### config.mk
export PLATFORM = sky130hd
export DESIGN_NAME = div_unit
export DESIGN_NICKNAME = d
export VERILOG_FILES = /design/src/rtl/div_unit.sv
export SDC_FILE = /design/constraint.sdc
export NUM_CORES = 1
export LEC_CHECK = 0
export ABC_AREA = 1
export CORE_ASPECT_RATIO = 2
export CORE_MARGIN = 2
export CORE_UTILIZATION = 47
export DETAILED_ROUTE_END_ITERATION = 12
export PLACE_DENSITY = 0.67
export RECOVER_POWER = 25
export REMOVE_ABC_BUFFERS = 1
export SYNTH_ARGS = -nofsm -noshare
export SYNTH_HDL_FRONTEND = slang
export SYNTH_SLANG_ARGS = --single-unit
### constraint.sdc
create_clock -name clk -period 2.6 [get_ports clk]
set_input_delay 0.52 -clock clk [delete_from_list [all_inputs] [get_ports clk]]
set_output_delay 0.52 -clock clk [all_outputs]
set_load 0.1 [all_outputs]
### src/rtl/div_unit.sv
// Iterative radix-2 restoring divider for RV32M DIV/DIVU/REM/REMU, one quotient bit per cycle.
// Optional DIV_EARLY_EXIT_EN: divide-by-zero and signed overflow finish in 2 cycles instead of 33.
module div_unit #(
    parameter int WIDTH = 32
) (
    input  logic             clk,
    input  logic             reset_n,
    input  logic             start,
    input  logic [WIDTH-1:0] data1,
    input  logic [WIDTH-1:0] data2,
    input  logic [1:0]       func,
    output logic             busy,
    output logic             valid,
    output logic [WIDTH-1:0] result
);

    typedef enum logic [1:0] {
        IDLE = 2'd0,
        CALC = 2'd1,
        DONE = 2'd2
    } state_t;

    state_t           state;
    logic [WIDTH-1:0] quo;
    logic [WIDTH-1:0] rem;
    logic [WIDTH-1:0] dvsr;
    logic [4:0]       cnt;
    logic             qsign;
    logic             rsign;
    logic [1:0]       func_q;
    logic             dz;
`ifdef DIV_EARLY_EXIT_EN
    logic             early_q;
`endif

    logic             a_neg;
    logic             b_neg;
    logic [WIDTH-1:0] abs_a;
    logic [WIDTH-1:0] abs_b;
    logic [WIDTH:0]   shifted;
    logic [WIDTH:0]   diff;
    logic [WIDTH-1:0] raw;
    logic             neg;
    logic [WIDTH-1:0] fixed;

    assign busy = (state != IDLE);

    always_comb begin
        a_neg   = ~func[0] & data1[WIDTH-1];
        b_neg   = ~func[0] & data2[WIDTH-1];
        abs_a   = a_neg ? -data1 : data1;
        abs_b   = b_neg ? -data2 : data2;
        shifted = {rem, quo[WIDTH-1]};
        diff    = shifted - {1'b0, dvsr};
        raw     = func_q[1] ? rem : quo;
        neg     = ~func_q[0] & (func_q[1] ? rsign : qsign);
        fixed   = neg ? -raw : raw;
        // Signed DIV by zero would otherwise pick up the dividend's sign.
        if (func_q == 2'b00 && dz)
            fixed = '1;
    end

    always_ff @(posedge clk) begin
        if (!reset_n) begin
            state   <= IDLE;
            quo     <= '0;
            rem     <= '0;
            dvsr    <= '0;
            cnt     <= '0;
            qsign   <= 1'b0;
            rsign   <= 1'b0;
            func_q  <= 2'b00;
            dz      <= 1'b0;
            valid   <= 1'b0;
            result  <= '0;
`ifdef DIV_EARLY_EXIT_EN
            early_q <= 1'b0;
`endif
        end else begin
            valid <= 1'b0;
            case (state)
                IDLE: begin
                    if (start) begin
                        quo    <= abs_a;
                        rem    <= '0;
                        dvsr   <= abs_b;
                        cnt    <= 5'd31;
                        qsign  <= ~func[0] & (data1[WIDTH-1] ^ data2[WIDTH-1]);
                        rsign  <= ~func[0] & data1[WIDTH-1];
                        func_q <= func;
                        dz     <= (data2 == '0);
                        state  <= CALC;
`ifdef DIV_EARLY_EXIT_EN
                        // Preload the values the full iteration would have produced.
                        if (data2 == '0) begin
                            quo     <= '1;
                            rem     <= abs_a;
                            early_q <= 1'b1;
                        end else if (!func[0] && data1 == {1'b1, {(WIDTH-1){1'b0}}} && data2 == '1) begin
                            quo     <= abs_a;
                            rem     <= '0;
                            early_q <= 1'b1;
                        end
`endif
                    end
                end
                CALC: begin
`ifdef DIV_EARLY_EXIT_EN
                    if (early_q) begin
                        early_q <= 1'b0;
                        state   <= DONE;
                    end else begin
`endif
                        if (!diff[WIDTH]) begin
                            rem <= diff[WIDTH-1:0];
                            quo <= {quo[WIDTH-2:0], 1'b1};
                        end else begin
                            rem <= shifted[WIDTH-1:0];
                            quo <= {quo[WIDTH-2:0], 1'b0};
                        end
                        cnt <= cnt - 5'd1;
                        if (cnt == 5'd0)
                            state <= DONE;
`ifdef DIV_EARLY_EXIT_EN
                    end
`endif
                end
                DONE: begin
                    result <= fixed;
                    valid  <= 1'b1;
                    state  <= IDLE;
                end
                default: state <= IDLE;
            endcase
        end
    end

endmodule

# Word level (Yosys, flattened, before mapping)
# Cells that the tools add are included.
# word_totals
inputBits	69
regBits	141
out_inout_bits	34
# classes
reduce_logical	10
n_mux	18
bitwise	7
eq_ne	4
n_addsub	5
# ops
cell	count
32-bit two-way mux	8
32-bit case mux with 2 select lines	2
32-bit negation	3
33-bit by 32-bit subtractor with 33-bit output	1
32-bit zero test	1
5-bit case mux with 2 select lines	1
2-bit AND reduction	3
5-bit zero test	1
5-bit two-way mux	1
5-bit by 1-bit subtractor with 5-bit output (second input constant)	1
1-bit bitwise AND	4
2-bit zero test	2
2-bit two-way mux	2
2-bit inequality test (second input constant)	2
2-bit case mux with 2 select lines	1
2-bit nonzero test	2
1-bit two-way mux	3
2-bit by 1-bit equality test with 1-bit output (second input constant)	1
2-bit equality test (second input constant)	1
1-bit inverter	2
1-bit logical AND	1
1-bit bitwise XOR	1

# Longest topological paths before layout
# Gate-level depths: netlist (run 1).
# depth
ltp_word	5
ltp_mapped	18

# Worst setup path after synthesis (run 1)
# OpenSTA, ideal clock, no wires.
# synth_timing
path_kind	flip-flop to flip-flop
start	register quo[31]
end	register rem[4]
path_buffers	1
setup_time_ns	0.070
required_ns	2.530
setup_slack_ns	0.470
arrival_ns	2.059
path_stages_with_launch	19
cell_sequence	dfxtp_1 inv_1 ha_1 inv_1 fa_1 nand2_1 nand2_1 nand3_2 nand2_2 nand2_1 nand2_2 nand2_4 nand2_4 nand2_4 nand2_4 buf_6 nand2_1 nand3_1 a21oi_1
# synth_between
elab_chain_cells	3
# synth_rtl
item	line	rtl
start: declaration	24	logic [WIDTH-1:0] quo;
start signal: assignment	84	quo <= abs_a;
start signal: assignment	116	quo <= {quo[WIDTH-2:0], 1'b1};
start signal: assignment	119	quo <= {quo[WIDTH-2:0], 1'b0};
33-bit by 32-bit subtractor with 33-bit output	54	diff = shifted - {1'b0, dvsr};
32-bit two-way mux	114	if (!diff[WIDTH]) begin
32-bit case mux with 2 select lines	81	case (state)
end signal: assignment	115	rem <= diff[WIDTH-1:0];
end signal: assignment	118	rem <= shifted[WIDTH-1:0];
end: declaration	25	logic [WIDTH-1:0] rem;
# Every way passes these cells.
# A chain may end at the register's enable or synchronous reset.

# Worst setup path in the final report (run 1)
# layout_timing
start	register dvsr[29]
end	register rem[1]
# layout_between
elab_chain_cells	3
# layout_rtl
item	line	rtl
start: declaration	26	logic [WIDTH-1:0] dvsr;
start signal: assignment	86	dvsr <= abs_b;
33-bit by 32-bit subtractor with 33-bit output	54	
32-bit two-way mux	114	
32-bit case mux with 2 select lines	81	
# Every way passes these cells.

==> out/qor.txt, run 1 <==
run status - finished, final reports clean
Final period util - 93.72%
f_max - 410.4 MHz
launch point of the worst reg-to-reg path - dvsr[29]$_SDFFE_PN0P_
Critical-path top delay cell - ha_1
FFs w/ async S/R, synth - 0%
post-DP HPWL - 31.78 mm
worst path arrival time - 2.82 ns
Syn Inst Count - 1959
Synth warnings - 0
Synth top area share - 24.63%
Max Slew Vio Count - 0
# placed instances - 2342
Setup crit end kind - flip-flop
vias in the first global route - 12540
drt total wl - 39.01 mm
global route overflow - 0
post-synthesis cell type count - 51
register area share after synthesis - 24.63%
clock sink total - 141
hold crit path type - flip-flop to flip-flop
EDFF count, synth - 0
ys flop type - dfxtp_1
Chip Height - 224.9 um
ANT cells - 0
first-pass GRT wire length - 62.62 mm
post-DR wirelength/cell - 16.43 um
DRC Markers - 0
max_cap viols - 0
Final Hold Fails - 0
GRT Resource Usage Total - 31.50%
Cell Area, Placed - 12970 sq um
Post CTS Setup Buffer Count - 0
largest net degree at the start of global routing - 66
CTS tree - yes
DR vias - 12600
Post-Layout Inst Area - 13420 sq um
Clk pin slew, worst setup/hold paths - 0.07 ns
Clock Path Buffers - 2
worst setup margin - 0.1634 ns
WP data required - 2.98 ns
Worst-Margin Slew - 1.229 ns
largest cells by area after synthesis - dfxtp_1 25%, nand2_1 19%, inv_1 10%
Worst-Skew Late Latency - 0.45 ns
I/O Buffers - 102
cts hold-fix bufs - 0
Critical Path Source - dvsr[29]$_SDFFE_PN0P_
Detailed Routing Iterations Pass 1 - 5
num rows - 80
number of vias per cell - 5.307
Final Skew - 0.009907 ns
core area - 23920 sq um
unrepaired setup endpoints after global routing - no
Area Growth Syn to Fin - 17.06%
post-synthesis register bit count - 141
Die Wd - 114.4 um
CP Launch Type - flip-flop
Iteration-0 DRC Markers - 674
RD Place Congestion - 0.9759
worst slack at placement - 0.001422 ns
number of buffers created by CTS - 17
Final min period - 2.437 ns
maximum VDD drop - 0.0005227 V
critical path, cell by cell - inv_1 -> ha_1 -> nand2_1 -> nor2_1 -> nand2_1 -> nor2_1 -> nand2_4 -> nand2_4 -> nand2_2 -> buf_4 -> buf_4 -> nand3_1 -> nand3_1 -> a21oi_1
Syn Area/Cell - 5.851 sq um
Initial Utilization - 47.91%
io pins - 103
CTS resizes - 0
power density cells - 669.0 nW/um^2
share of post-route cells with drive strength above 1 - 8.721%
fin util - 56.09%
Lkg Pwr - 6.643 nW
count of final setup violators - 0
CTS HTree Levels - 4
NumNets Final - 2181
Root Driver - clkbuf_16
Final Instance Count excl. Fillers - 2374
Slew HR - 18.44%
leading area contributor after synthesis - dfxtp_1
worst setup path class - flip-flop to flip-flop
slowest stage delay, CP - 0.40 ns
HP Start - cnt[4]$_SDFFE_PN0P_
initial antenna violation count - 0
CP Max Fanout - 5
Die Footprint - 25730 sq um
Routed Antenna Nets - 0
Mapped Area - 11460 sq um
==> power breakdown <==
part | internal (mW) | total, mW | leakage (nW) | switching (mW)
Clock | 1.25 | 2.34 | 0.274 | 1.09
Sequential | 2.36 | 2.52 | 1.15 | 0.163
Combinational | 1.35 | 4.11 | 5.22 | 2.77
==> critical path: cells and delay by family (launching register included) <==
kind / cells / cell delay [ns]
flip-flops: 1 / 0.31
buffers and inverters: 3 / 0.44
AO/OA/AOI/OAI: 1 / 0.13
adder cells (fa/ha/maj): 1 / 0.40
AND/OR/NAND/NOR: 9 / 1.11
==> cell usage in the layout (no fill, tap or decap), types with 7 or more instances in the layout <==
master             n
a22oi_1           19
nand2_1          588
o21ai_2           13
o211ai_1          16
nand3_1          166
clkdlybuf4s50_1   67
inv_6              7
o21ai_1           28
nand2_2           13
nor3_1            22
ha_1              37
nand3b_1          16
clkbuf_1          28
nor2_1           172
clkbuf_16         17
xnor2_1           11
o221ai_1           7
a21oi_1          122
inv_1            308
a31oi_1           23
dfxtp_1          139
o21ai_0           72
inv_2             18
xor2_1            22
nand4_1           16
buf_4             60
==> cell families (layout without fill, tap and decap cells) <==
logic type / count (synthesis) / count (layout) / share of synthesized area (%)
AO/OA/AOI/OAI: 319 / 319 / 16.11
XOR/XNOR: 33 / 33 / 2.521
adder cells (fa/ha/maj): 38 / 38 / 4.213
buffers and inverters: 396 / 524 / 13.85
flip-flops: 141 / 141 / 24.63
AND/OR/NAND/NOR: 1032 / 1032 / 38.67
==> flip-flops by register name, summed over array words and instances (netlist names), 2 cells and up <==
signal,cells
func_q,2
result,32
dvsr,32
quo,32
state,2
rem,32
cnt,5
==> cells in the mapped netlist, drive strengths merged (11+ instances only) <==
master and n:
nand3 173, o211ai 16, nor2 182, o21ai 113, nand4 16, xnor2 11
a31oi 23, buf 33, ha 37, inv 326, dfxtp 141, a22oi 19
xor2 22, a21oi 123, nor3 27, nand2 606, clkbuf 36, nand3b 16
==> cell type report <==
type / count / area [sq um]
fill: 2534 / 10510
multi-input combinational: 1422 / 7078
sequential: 141 / 2825
timing repair buffer: 165 / 1373
inverter: 327 / 1230
clock buffer: 17 / 425.4
tap: 287 / 359.1
clock inverter: 15 / 127.6
==> stage by stage <==
stage	TNS, ns	hold slack [ns]	power [mW]
after floorplan	-161.22	0.4332	5.327
after global placement	0	0.4556	6.616
after detailed placement	0	0.4685	6.635
after CTS	0	0.4814	8.984
after global routing	0	0.5005	9.598
final	0	0.4825	8.976
==> routing by layer <==
layer  share of wire (%)  up-vias  global-route usage, %
li1                    -     6503                      -
met2                  53      311                  59.23
met5                   0        -                      0
met4                 8.9        0                  24.98
met1                  35     5662                  29.99
met3                 2.7      124                  3.449
==> path summary, 6_finish.rpt <==
check / endpoint / slack [ns] / depth (start not counted)
worst max register to register: rem[1]$_SDFFE_PN0P_ / 0.16 / 14
worst min register to register: cnt[4]$_SDFFE_PN0P_ / 0.48 / 1
worst max-delay path: rem[1]$_SDFFE_PN0P_ / 0.16 / 14
worst min-delay path: cnt[4]$_SDFFE_PN0P_ / 0.48 / 1
Note: power is estimated with default switching activity, not from simulation.
==> run 2: changes to the inputs <==
Settings changed: CTS_CLUSTER_DIAMETER from default to 150, GPL_TIMING_DRIVEN from default to 1, RECOVER_POWER 25 to 100.
==> out/qor.txt, run 2 (synthesis gave the netlist of run 1 again) <==
ANT cells - 0
RD Place Congestion - 0.9759
NumNets Final - 2181
WP data required - 2.92 ns
Cell Area, Placed - 12970 sq um
power density cells - 672.1 nW/um^2
largest net degree at the start of global routing - 66
global route overflow - 0
io pins - 103
Register Area - 2825 sq um
Critical-path top delay cell - ha_1
Die Wd - 114.4 um
maximum VDD drop - 0.0005278 V
Final min period - 2.444 ns
Die Footprint - 25730 sq um
run status - finished, final reports clean
Worst-Margin Slew - 1.228 ns
number of buffers created by CTS - 17
Fillers - 2559
CTS tree - yes
vias in the first global route - 12540
Initial Utilization - 47.91%
slowest stage delay, CP - 0.40 ns
Iteration-0 DRC Markers - 765
Clk pin slew, worst setup/hold paths - 0.07 ns
unrepaired setup endpoints after global routing - no
Setup crit end kind - flip-flop
CTS resizes - 0
Final Skew - 0.009182 ns
GRT Resource Usage Total - 31.50%
Root Driver - clkbuf_16
clock sink total - 141
number of vias per cell - 5.334
DR vias - 12660
drt total wl - 39.06 mm
Max Slew Vio Count - 0
worst setup path class - flip-flop to flip-flop
cts hold-fix bufs - 0
# placed instances - 2342
Routed Antenna Nets - 0
max_cap viols - 0
HP Start - cnt[4]$_SDFFE_PN0P_
most frequent cells in the layout - 589 x nand2_1, 309 x inv_1, 173 x nor2_1, 166 x nand3_1, 139 x dfxtp_1
Area Growth Syn to Fin - 15.92%
multi-input logic area - 7043 sq um
hold crit path type - flip-flop to flip-flop
first-pass GRT wire length - 62.62 mm
Lkg Pwr - 6.565 nW
num rows - 80
CP Launch Type - flip-flop
Final period util - 94.00%
Critical Path Source - dvsr[29]$_SDFFE_PN0P_
DRC Markers - 0
CTS HTree Levels - 4
Post-Layout Inst Area - 13290 sq um
count of final setup violators - 0
Clock Path Buffers - 2
Post CTS Setup Buffer Count - 0
commonest non-fill, non-tap cell in the layout - nand2_1
launch point of the worst reg-to-reg path - dvsr[29]$_SDFFE_PN0P_
Detailed Routing Iterations Pass 1 - 8
core area - 23920 sq um
worst path arrival time - 2.76 ns
Slew HR - 18.47%
share of post-route cells with drive strength above 1 - 7.523%
I/O Buffers - 102
CP Max Fanout - 24
Worst-Skew Late Latency - 0.45 ns
initial antenna violation count - 0
critical path, cell by cell - inv_1 -> ha_1 -> nand2_1 -> nor2_1 -> nand2_1 -> nor2_1 -> nand2_4 -> nand3_2 -> buf_6 -> nand3_1 -> nand3_1 -> a21oi_1
post-DR wirelength/cell - 16.45 um
Chip Height - 224.9 um
f_max - 409.2 MHz
post-DP HPWL - 31.78 mm
Final Instance Count excl. Fillers - 2374
Final Hold Fails - 0
[run 2: cell types whose count changed in the layout (fill, tap and decap cells not counted), moves of 2 or more]
| cell | before | now |
|---|---|---|
| buf_4 | 60 | 39 |
| clkbuf_1 | 28 | 46 |
| o21ai_0 | 72 | 81 |
| o21ai_1 | 28 | 21 |
| clkbuf_2 | 2 | 5 |
| clkdlybuf4s50_1 | 67 | 64 |
| dlygate4sd3_1 | 0 | 3 |
| buf_12 | 6 | 4 |
| nor3_1 | 22 | 24 |
| nor3_2 | 4 | 2 |
| o21ai_2 | 13 | 11 |
[run 2: per-layer routing]
layer  share of wire, %  wire length (um)  global-route usage (%)  vias to the layer above
met5                  0                 0                       0                        -
met4                8.9              3462                   24.98                        0
met3                2.9              1142                   3.449                      127
met2                 53             20790                   59.23                      312
met1                 35             13660                   29.99                     5719
li1                   -                 -                       -                     6505
[run 2: final cells by class]
cell class | count | area share, %
clock buffers | 17 | 3.202
inverters | 327 | 9.257
flip-flops and latches | 141 | 21.26
clock inverters | 15 | 0.9605
repair buffers | 165 | 9.605
multi-input cells | 1422 | 53.01
well taps | 287 | 2.703
[run 2: stage by stage]
| step | setup TNS [ns] | worst slack (ns) | power (mW) | hold WS, ns | utilization [%] |
|---|---|---|---|---|---|
| 2_1_floorplan | -161.22 | -2.427 | 5.327 | 0.4332 | - |
| 3_3_place_gp | 0 | 0.02800 | 6.616 | 0.4556 | 54.22 |
| 3_5_place_dp | 0 | 0.001422 | 6.635 | 0.4685 | 54.22 |
| 4_1_cts | 0 | 0.1285 | 8.984 | 0.4814 | 56.53 |
| 5_1_grt | 0 | 0.009435 | 9.552 | 0.5005 | 55.54 |
| 6_report | 0 | 0.1560 | 8.930 | 0.4821 | 55.54 |
[run 2: where the power goes]
part | leakage, nW | switching (mW) | internal, mW | total [mW]
Clock | 0.274 | 1.09 | 1.25 | 2.34
Sequential | 1.15 | 0.162 | 2.36 | 2.52
Combinational | 5.14 | 2.75 | 1.32 | 4.07
[run 2: path summary, 6_finish.rpt]
check	endpoint	cells past startpoint	slack, ns
hold / removal	cnt[4]$_SDFFE_PN0P_	1	0.48
setup reg to reg	rem[4]$_SDFFE_PN0P_	12	0.16
hold reg to reg	cnt[4]$_SDFFE_PN0P_	1	0.48
setup / recovery	rem[4]$_SDFFE_PN0P_	12	0.16
[run 2: worst max-delay path, delay by kind of cell (launching register included)]
| kind | cells | cell delay, ns |
|---|---|---|
| AND/OR/NAND/NOR | 8 | 1.16 |
| buffers and inverters | 2 | 0.38 |
| adder cells (fa/ha/maj) | 1 | 0.40 |
| flip-flops | 1 | 0.31 |
| AO/OA/AOI/OAI | 1 | 0.06 |
